**src/rtl/sram_port_arbiter_if.sv**
```systemverilog
// sram_port_arbiter_if: fetch/data request buses and SRAM macro bus shared by the arbiter
interface sram_port_arbiter_if #(
  parameter int ADDR_W = 32,
  parameter int DATA_W = 32
);
  localparam int BE_W = DATA_W / 8;
  logic              inst_req;
  logic [BE_W-1:0]   inst_we;
  logic [ADDR_W-1:0] inst_addr;
  logic [DATA_W-1:0] inst_wdata;
  logic              inst_gnt;
  logic              inst_rvalid;
  logic [DATA_W-1:0] inst_rdata;
  logic              data_req;
  logic [BE_W-1:0]   data_we;
  logic [ADDR_W-1:0] data_addr;
  logic [DATA_W-1:0] data_wdata;
  logic              data_gnt;
  logic              data_rvalid;
  logic [DATA_W-1:0] data_rdata;
  logic              sram_en;
  logic [BE_W-1:0]   sram_we;
  logic [ADDR_W-1:0] sram_addr;
  logic [DATA_W-1:0] sram_wdata;
  logic [DATA_W-1:0] sram_rdata;
  // pipeline units plus the SRAM macro
  modport master (
    output inst_req, inst_we, inst_addr, inst_wdata,
    output data_req, data_we, data_addr, data_wdata,
    output sram_rdata,
    input  inst_gnt, inst_rvalid, inst_rdata,
    input  data_gnt, data_rvalid, data_rdata,
    input  sram_en, sram_we, sram_addr, sram_wdata
  );
  // the arbiter
  modport slave (
    input  inst_req, inst_we, inst_addr, inst_wdata,
    input  data_req, data_we, data_addr, data_wdata,
    input  sram_rdata,
    output inst_gnt, inst_rvalid, inst_rdata,
    output data_gnt, data_rvalid, data_rdata,
    output sram_en, sram_we, sram_addr, sram_wdata
  );
endinterface

```
**src/rtl/sram_port_arbiter.sv**
```systemverilog
// sram_port_arbiter: shares one single-port SRAM between fetch and data with fetch anti-starvation
module sram_port_arbiter #(
  parameter int ADDR_W     = 32,
  parameter int DATA_W     = 32,
  parameter int STARVE_MAX = 3
) (
  input  logic clk,
  input  logic reset,
  sram_port_arbiter_if.slave bus
);
  typedef enum logic [1:0] {NONE, INST, DATA} owner_t;
  owner_t            rd_owner, owner_nxt;
  logic [3:0]        starve_cnt, starve_nxt;
  logic [DATA_W-1:0] inst_hold, data_hold;
  logic              force_inst, inst_gnt, data_gnt, inst_rvalid, data_rvalid;
  // grant decision, starvation counter update and next response owner
  always_comb begin
    force_inst = bus.inst_req && (starve_cnt == 4'(STARVE_MAX));
    data_gnt   = bus.data_req && !force_inst;
    inst_gnt   = bus.inst_req && !data_gnt;
    starve_nxt = (bus.inst_req && !inst_gnt) ?
                 ((starve_cnt == 4'(STARVE_MAX)) ? starve_cnt : starve_cnt + 4'd1) : 4'd0;
    owner_nxt  = (inst_gnt && bus.inst_we == '0) ? INST :
                 (data_gnt && bus.data_we == '0) ? DATA : NONE;
  end
  // state registers; reset drops any read still in flight
  always_ff @(posedge clk or posedge reset) begin
    if (reset) begin
      rd_owner   <= NONE;
      starve_cnt <= 4'd0;
    end else begin
      rd_owner   <= owner_nxt;
      starve_cnt <= starve_nxt;
    end
  end
  // keep the last word returned to each requester
  always_ff @(posedge clk or posedge reset) begin
    if (reset) begin
      inst_hold <= '0;
      data_hold <= '0;
    end else begin
      inst_hold <= inst_rvalid ? bus.sram_rdata : inst_hold;
      data_hold <= data_rvalid ? bus.sram_rdata : data_hold;
    end
  end
  assign inst_rvalid     = rd_owner == INST;
  assign data_rvalid     = rd_owner == DATA;
  assign bus.inst_gnt    = inst_gnt;
  assign bus.data_gnt    = data_gnt;
  assign bus.inst_rvalid = inst_rvalid;
  assign bus.data_rvalid = data_rvalid;
  assign bus.inst_rdata  = inst_rvalid ? bus.sram_rdata : inst_hold;
  assign bus.data_rdata  = data_rvalid ? bus.sram_rdata : data_hold;
  assign bus.sram_en     = inst_gnt | data_gnt;
  assign bus.sram_we     = data_gnt ? bus.data_we    : inst_gnt ? bus.inst_we    : '0;
  assign bus.sram_addr   = data_gnt ? bus.data_addr  : inst_gnt ? bus.inst_addr  : '0;
  assign bus.sram_wdata  = data_gnt ? bus.data_wdata : inst_gnt ? bus.inst_wdata : '0;
endmodule

```
**src/flat_wrapper.sv**
```systemverilog
// flat-port wrapper written by rule: the top's interface ports become plain ports
module sram_port_arbiter_flat 
#(
  parameter int ADDR_W     = 32,
  parameter int DATA_W     = 32,
  parameter int STARVE_MAX = 3
)
  (clk, reset, bus_inst_req, bus_inst_we, bus_inst_addr, bus_inst_wdata, bus_data_req, bus_data_we, bus_data_addr, bus_data_wdata, bus_sram_rdata, bus_inst_gnt, bus_inst_rvalid, bus_inst_rdata, bus_data_gnt, bus_data_rvalid, bus_data_rdata, bus_sram_en, bus_sram_we, bus_sram_addr, bus_sram_wdata);
  sram_port_arbiter_if #(.ADDR_W(ADDR_W), .DATA_W(DATA_W)) bus_i ();
  input  logic clk;
  input  logic reset;
  input wire logic [$bits(bus_i.inst_req)-1:0] bus_inst_req;
  input wire logic [$bits(bus_i.inst_we)-1:0] bus_inst_we;
  input wire logic [$bits(bus_i.inst_addr)-1:0] bus_inst_addr;
  input wire logic [$bits(bus_i.inst_wdata)-1:0] bus_inst_wdata;
  input wire logic [$bits(bus_i.data_req)-1:0] bus_data_req;
  input wire logic [$bits(bus_i.data_we)-1:0] bus_data_we;
  input wire logic [$bits(bus_i.data_addr)-1:0] bus_data_addr;
  input wire logic [$bits(bus_i.data_wdata)-1:0] bus_data_wdata;
  input wire logic [$bits(bus_i.sram_rdata)-1:0] bus_sram_rdata;
  output wire logic [$bits(bus_i.inst_gnt)-1:0] bus_inst_gnt;
  output wire logic [$bits(bus_i.inst_rvalid)-1:0] bus_inst_rvalid;
  output wire logic [$bits(bus_i.inst_rdata)-1:0] bus_inst_rdata;
  output wire logic [$bits(bus_i.data_gnt)-1:0] bus_data_gnt;
  output wire logic [$bits(bus_i.data_rvalid)-1:0] bus_data_rvalid;
  output wire logic [$bits(bus_i.data_rdata)-1:0] bus_data_rdata;
  output wire logic [$bits(bus_i.sram_en)-1:0] bus_sram_en;
  output wire logic [$bits(bus_i.sram_we)-1:0] bus_sram_we;
  output wire logic [$bits(bus_i.sram_addr)-1:0] bus_sram_addr;
  output wire logic [$bits(bus_i.sram_wdata)-1:0] bus_sram_wdata;
  assign bus_i.inst_req = bus_inst_req;
  assign bus_i.inst_we = bus_inst_we;
  assign bus_i.inst_addr = bus_inst_addr;
  assign bus_i.inst_wdata = bus_inst_wdata;
  assign bus_i.data_req = bus_data_req;
  assign bus_i.data_we = bus_data_we;
  assign bus_i.data_addr = bus_data_addr;
  assign bus_i.data_wdata = bus_data_wdata;
  assign bus_i.sram_rdata = bus_sram_rdata;
  assign bus_inst_gnt = bus_i.inst_gnt;
  assign bus_inst_rvalid = bus_i.inst_rvalid;
  assign bus_inst_rdata = bus_i.inst_rdata;
  assign bus_data_gnt = bus_i.data_gnt;
  assign bus_data_rvalid = bus_i.data_rvalid;
  assign bus_data_rdata = bus_i.data_rdata;
  assign bus_sram_en = bus_i.sram_en;
  assign bus_sram_we = bus_i.sram_we;
  assign bus_sram_addr = bus_i.sram_addr;
  assign bus_sram_wdata = bus_i.sram_wdata;
  sram_port_arbiter #(.ADDR_W(ADDR_W), .DATA_W(DATA_W), .STARVE_MAX(STARVE_MAX)) u_core (.clk(clk), .reset(reset), .bus(bus_i));
endmodule
```
**config.mk**
```make
export PLATFORM = sky130hd
export DESIGN_NAME = sram_port_arbiter_flat
export DESIGN_NICKNAME = d
export VERILOG_FILES = /design/src/rtl/sram_port_arbiter_if.sv /design/src/rtl/sram_port_arbiter.sv /design/src/flat_wrapper.sv
export SDC_FILE = /design/constraint.sdc
export NUM_CORES = 1
export LEC_CHECK = 0
export CAP_MARGIN = 25
export CORE_AREA = 2 2 119 121
export DETAILED_ROUTE_END_ITERATION = 8
export DIE_AREA = 0 0 121 123
export DONT_BUFFER_PORTS = 1
export PLACE_DENSITY = 0.41
export SLEW_MARGIN = 30
export SYNTH_ARGS = -nofsm -noshare
export SYNTH_HDL_FRONTEND = slang
export SYNTH_SLANG_ARGS = --single-unit
```
**constraint.sdc**
```tcl
create_clock -name clk -period 3.3 [get_ports clk]
set_input_delay 0.33 -clock clk [delete_from_list [all_inputs] [get_ports clk]]
set_output_delay 0.33 -clock clk [all_outputs]
set_load 0.01 [all_outputs]
```
==> results.ini <==
[floorplan]
initial_core_util_pct=29.08
ios=309
fp.coreArea_sq_um=13610
die_area_sq_um=14880
core.rowCount=43
die_h_um=123
dieWidth_um=121

[power]
p_per_area_nw_per_um2=577.2
peakVddDrop_mv=0.2308
power.leakage_nw=2.345
total_power_mw=2.548

[global_route]
grt_pass1_vias=2633
antenna_found_initial=0
grt_pass1_wl_mm=15.25
gr-usage-all-layers_pct=13.70
overflow=0
grt_max_degree=77

[sta]
setup_tns_ps=0
fin_skew_ps=5.736
tightest_slew_ps=909.8
finalSetupViolations=0
rsz0062_at_grt=no
slew_headroom_pct=39.35
post-route-period-util_pct=83.79
fmax_ghz=0.3616
final_max_slew_viol_count=0
final.min_clock_period_ps=2765
hold_viol=0

[synth]
synthCells=383
synth_compound_area_share_pct=0.1896
avgSynthCellArea_sq_um=10.34
synth_top_family_by_area=multiplexers
synth_area_sq_um=3959
syn_nets=556
synthMuxAreaShare_pct=35.40
ys_ff_latch=70
synth_fa_ha_area_share_pct=0.3161
synth_area_leaders=dfrtp_1, mux2_1, mux2i_1, inv_1, nand2_1
ys_seq_area_share_pct=44.25
synth-simple-area-share_pct=8.534
ys_warn_count=0
yosys.area.top_type=dfrtp_1
synth.top_cell.area_share_pct=44.25
synth_xor_area_share_pct=0.4425
synth_cell_types=24

[clocking]
clock_latency_ps=320
cts_setup_buffers=0
cts_sinks=70
cts_root_buf=clkbuf_16
htreeDepth=3
cts_buffers=9
ctsLongestPathBuffers=2
clkTransAtPathRegs_ps=60
cts_tree=built
cts_resized=0
postCtsHoldBufs=1

[finish]
nFillCells=1386
syn_to_final_growth_pct=11.50
fin_area_sq_um=4414
final_nets=549
antenna-diode-count=0
drive_gt1_share_pct=6.824
layout_commonest_cell=dfrtp_1
fin_util_pct=32.43
final_cell_mix=dfrtp_1, nand2_1, inv_1, mux2i_1, mux2_1
multi_input_area_sq_um=1800
register_area_sq_um=1752

[detailed_routing]
vias=2619
ant_nets=0
drt_iter0_drc=84
vias_per_cell=4.668
drtPass1Iterations=4
drc=0
wl_per_cell_um=19.77
routed_wl_mm=11.09

[setup_path]
cp-end-kind=primary output
worst_path_dominant_cell_family=multiplexers
worst-path-buf-inv=1
critPathRequiredTime_ps=2970
cp_max_fo=49
startpoint=u_core.starve_cnt[0]$_DFFE_PP0P_
cp_cell_sequence=ha_1 -> nand2_1 -> o31ai_4 -> buf_12 -> mux2i_1
crit_slowest_cell=mux2i_1
cp-start-kind=flip-flop
cp.arrival_ps=2440
crit_path_max_incr_delay_ps=580
reg2reg_from=u_core.starve_cnt[0]$_DFFE_PP0P_
crit_type=flip-flop to primary output

[hold_path]
hold_class=input port to flip-flop
hp-start=bus_inst_req

[place]
place.gp.congestion=0.8191
dpl_cell_area_sq_um=4094
hpwl_mm=8.985
port_buffers=0

[run_status]
status=finished clean

[flow_run]
cap_violations=0

## path summary, 6_finish.rpt
| check | end | slack, ps | cells past startpoint |
|---|---|---|---|
| worst max-delay path | bus_sram_wdata[3] | 530 | 5 |
| worst min-delay path | u_core.rd_owner[0]$_DFF_PP0_ | 180 | 1 |
| worst min register to register | u_core.starve_cnt[0]$_DFFE_PP0P_ | 470 | 1 |
| max in group asynchronous | u_core.data_hold[0]$_DFF_PP0_ | 1830 | 3 |
| min in group asynchronous | u_core.inst_hold[25]$_DFF_PP0_ | 490 | 2 |
| worst max register to register | u_core.starve_cnt[1]$_DFFE_PP0P_ | 1370 | 6 |
## where the power goes
part,internal (mW),switching (mW)
Combinational,0.159,0.355
Clock,0.629,0.344
Sequential,1.03,0.0361
## metal layers
metal	wire length (um)	track usage, %
met2	5574	23.49
met5	0	0
met3	1111	5.304
met1	4075	14.97
met4	329	6.323
## sequential cells by signal, indices dropped and copies added, names as in the netlist
signal / cells
u_core.rd_owner: 2
u_core.inst_hold: 32
u_core.starve_cnt: 4
u_core.data_hold: 32
## Yosys cell counts, drive strengths merged
master  number
and2         1
and3         4
buf         16
clkbuf       8
dfrtp       70
ha           1
inv         71
mux2        64
mux2i       68
nand2       69
nand2b       1
nand3        1
nand4        1
nor2         1
nor2b        1
nor3b        1
nor4         1
o31ai        1
or2          1
xnor2        1
xor2         1
## metrics by stage
step	worst slack [ps]	hold WS, ps	instances
2_1_floorplan	1202	438.7	383
3_3_place_gp	873.1	256.8	544
3_5_place_dp	864.2	264.3	544
4_1_cts	500.1	163.8	561
5_1_grt	387.7	165.6	561
6_report	534.8	178.3	561
## cells by family after synthesis
family,after synthesis
and+or+nand+nor,82
buffers and inverters,95
xor gates and xnor gates,2
muxes,132
AOI/OAI and AO/OA,1
adders and majority gates,1
DFF,70
## final cells by class
class / instances / area share (%)
Clock buffer: 12 / 5.811
Inverter: 71 / 6.037
Clock inverter: 4 / 1.219
Sequential cell: 70 / 39.68
Multi-Input combinational cell: 218 / 40.79
Timing Repair Buffer: 6 / 1.361
Tap cell: 180 / 5.102
Power figures use the tool's default switching activity.
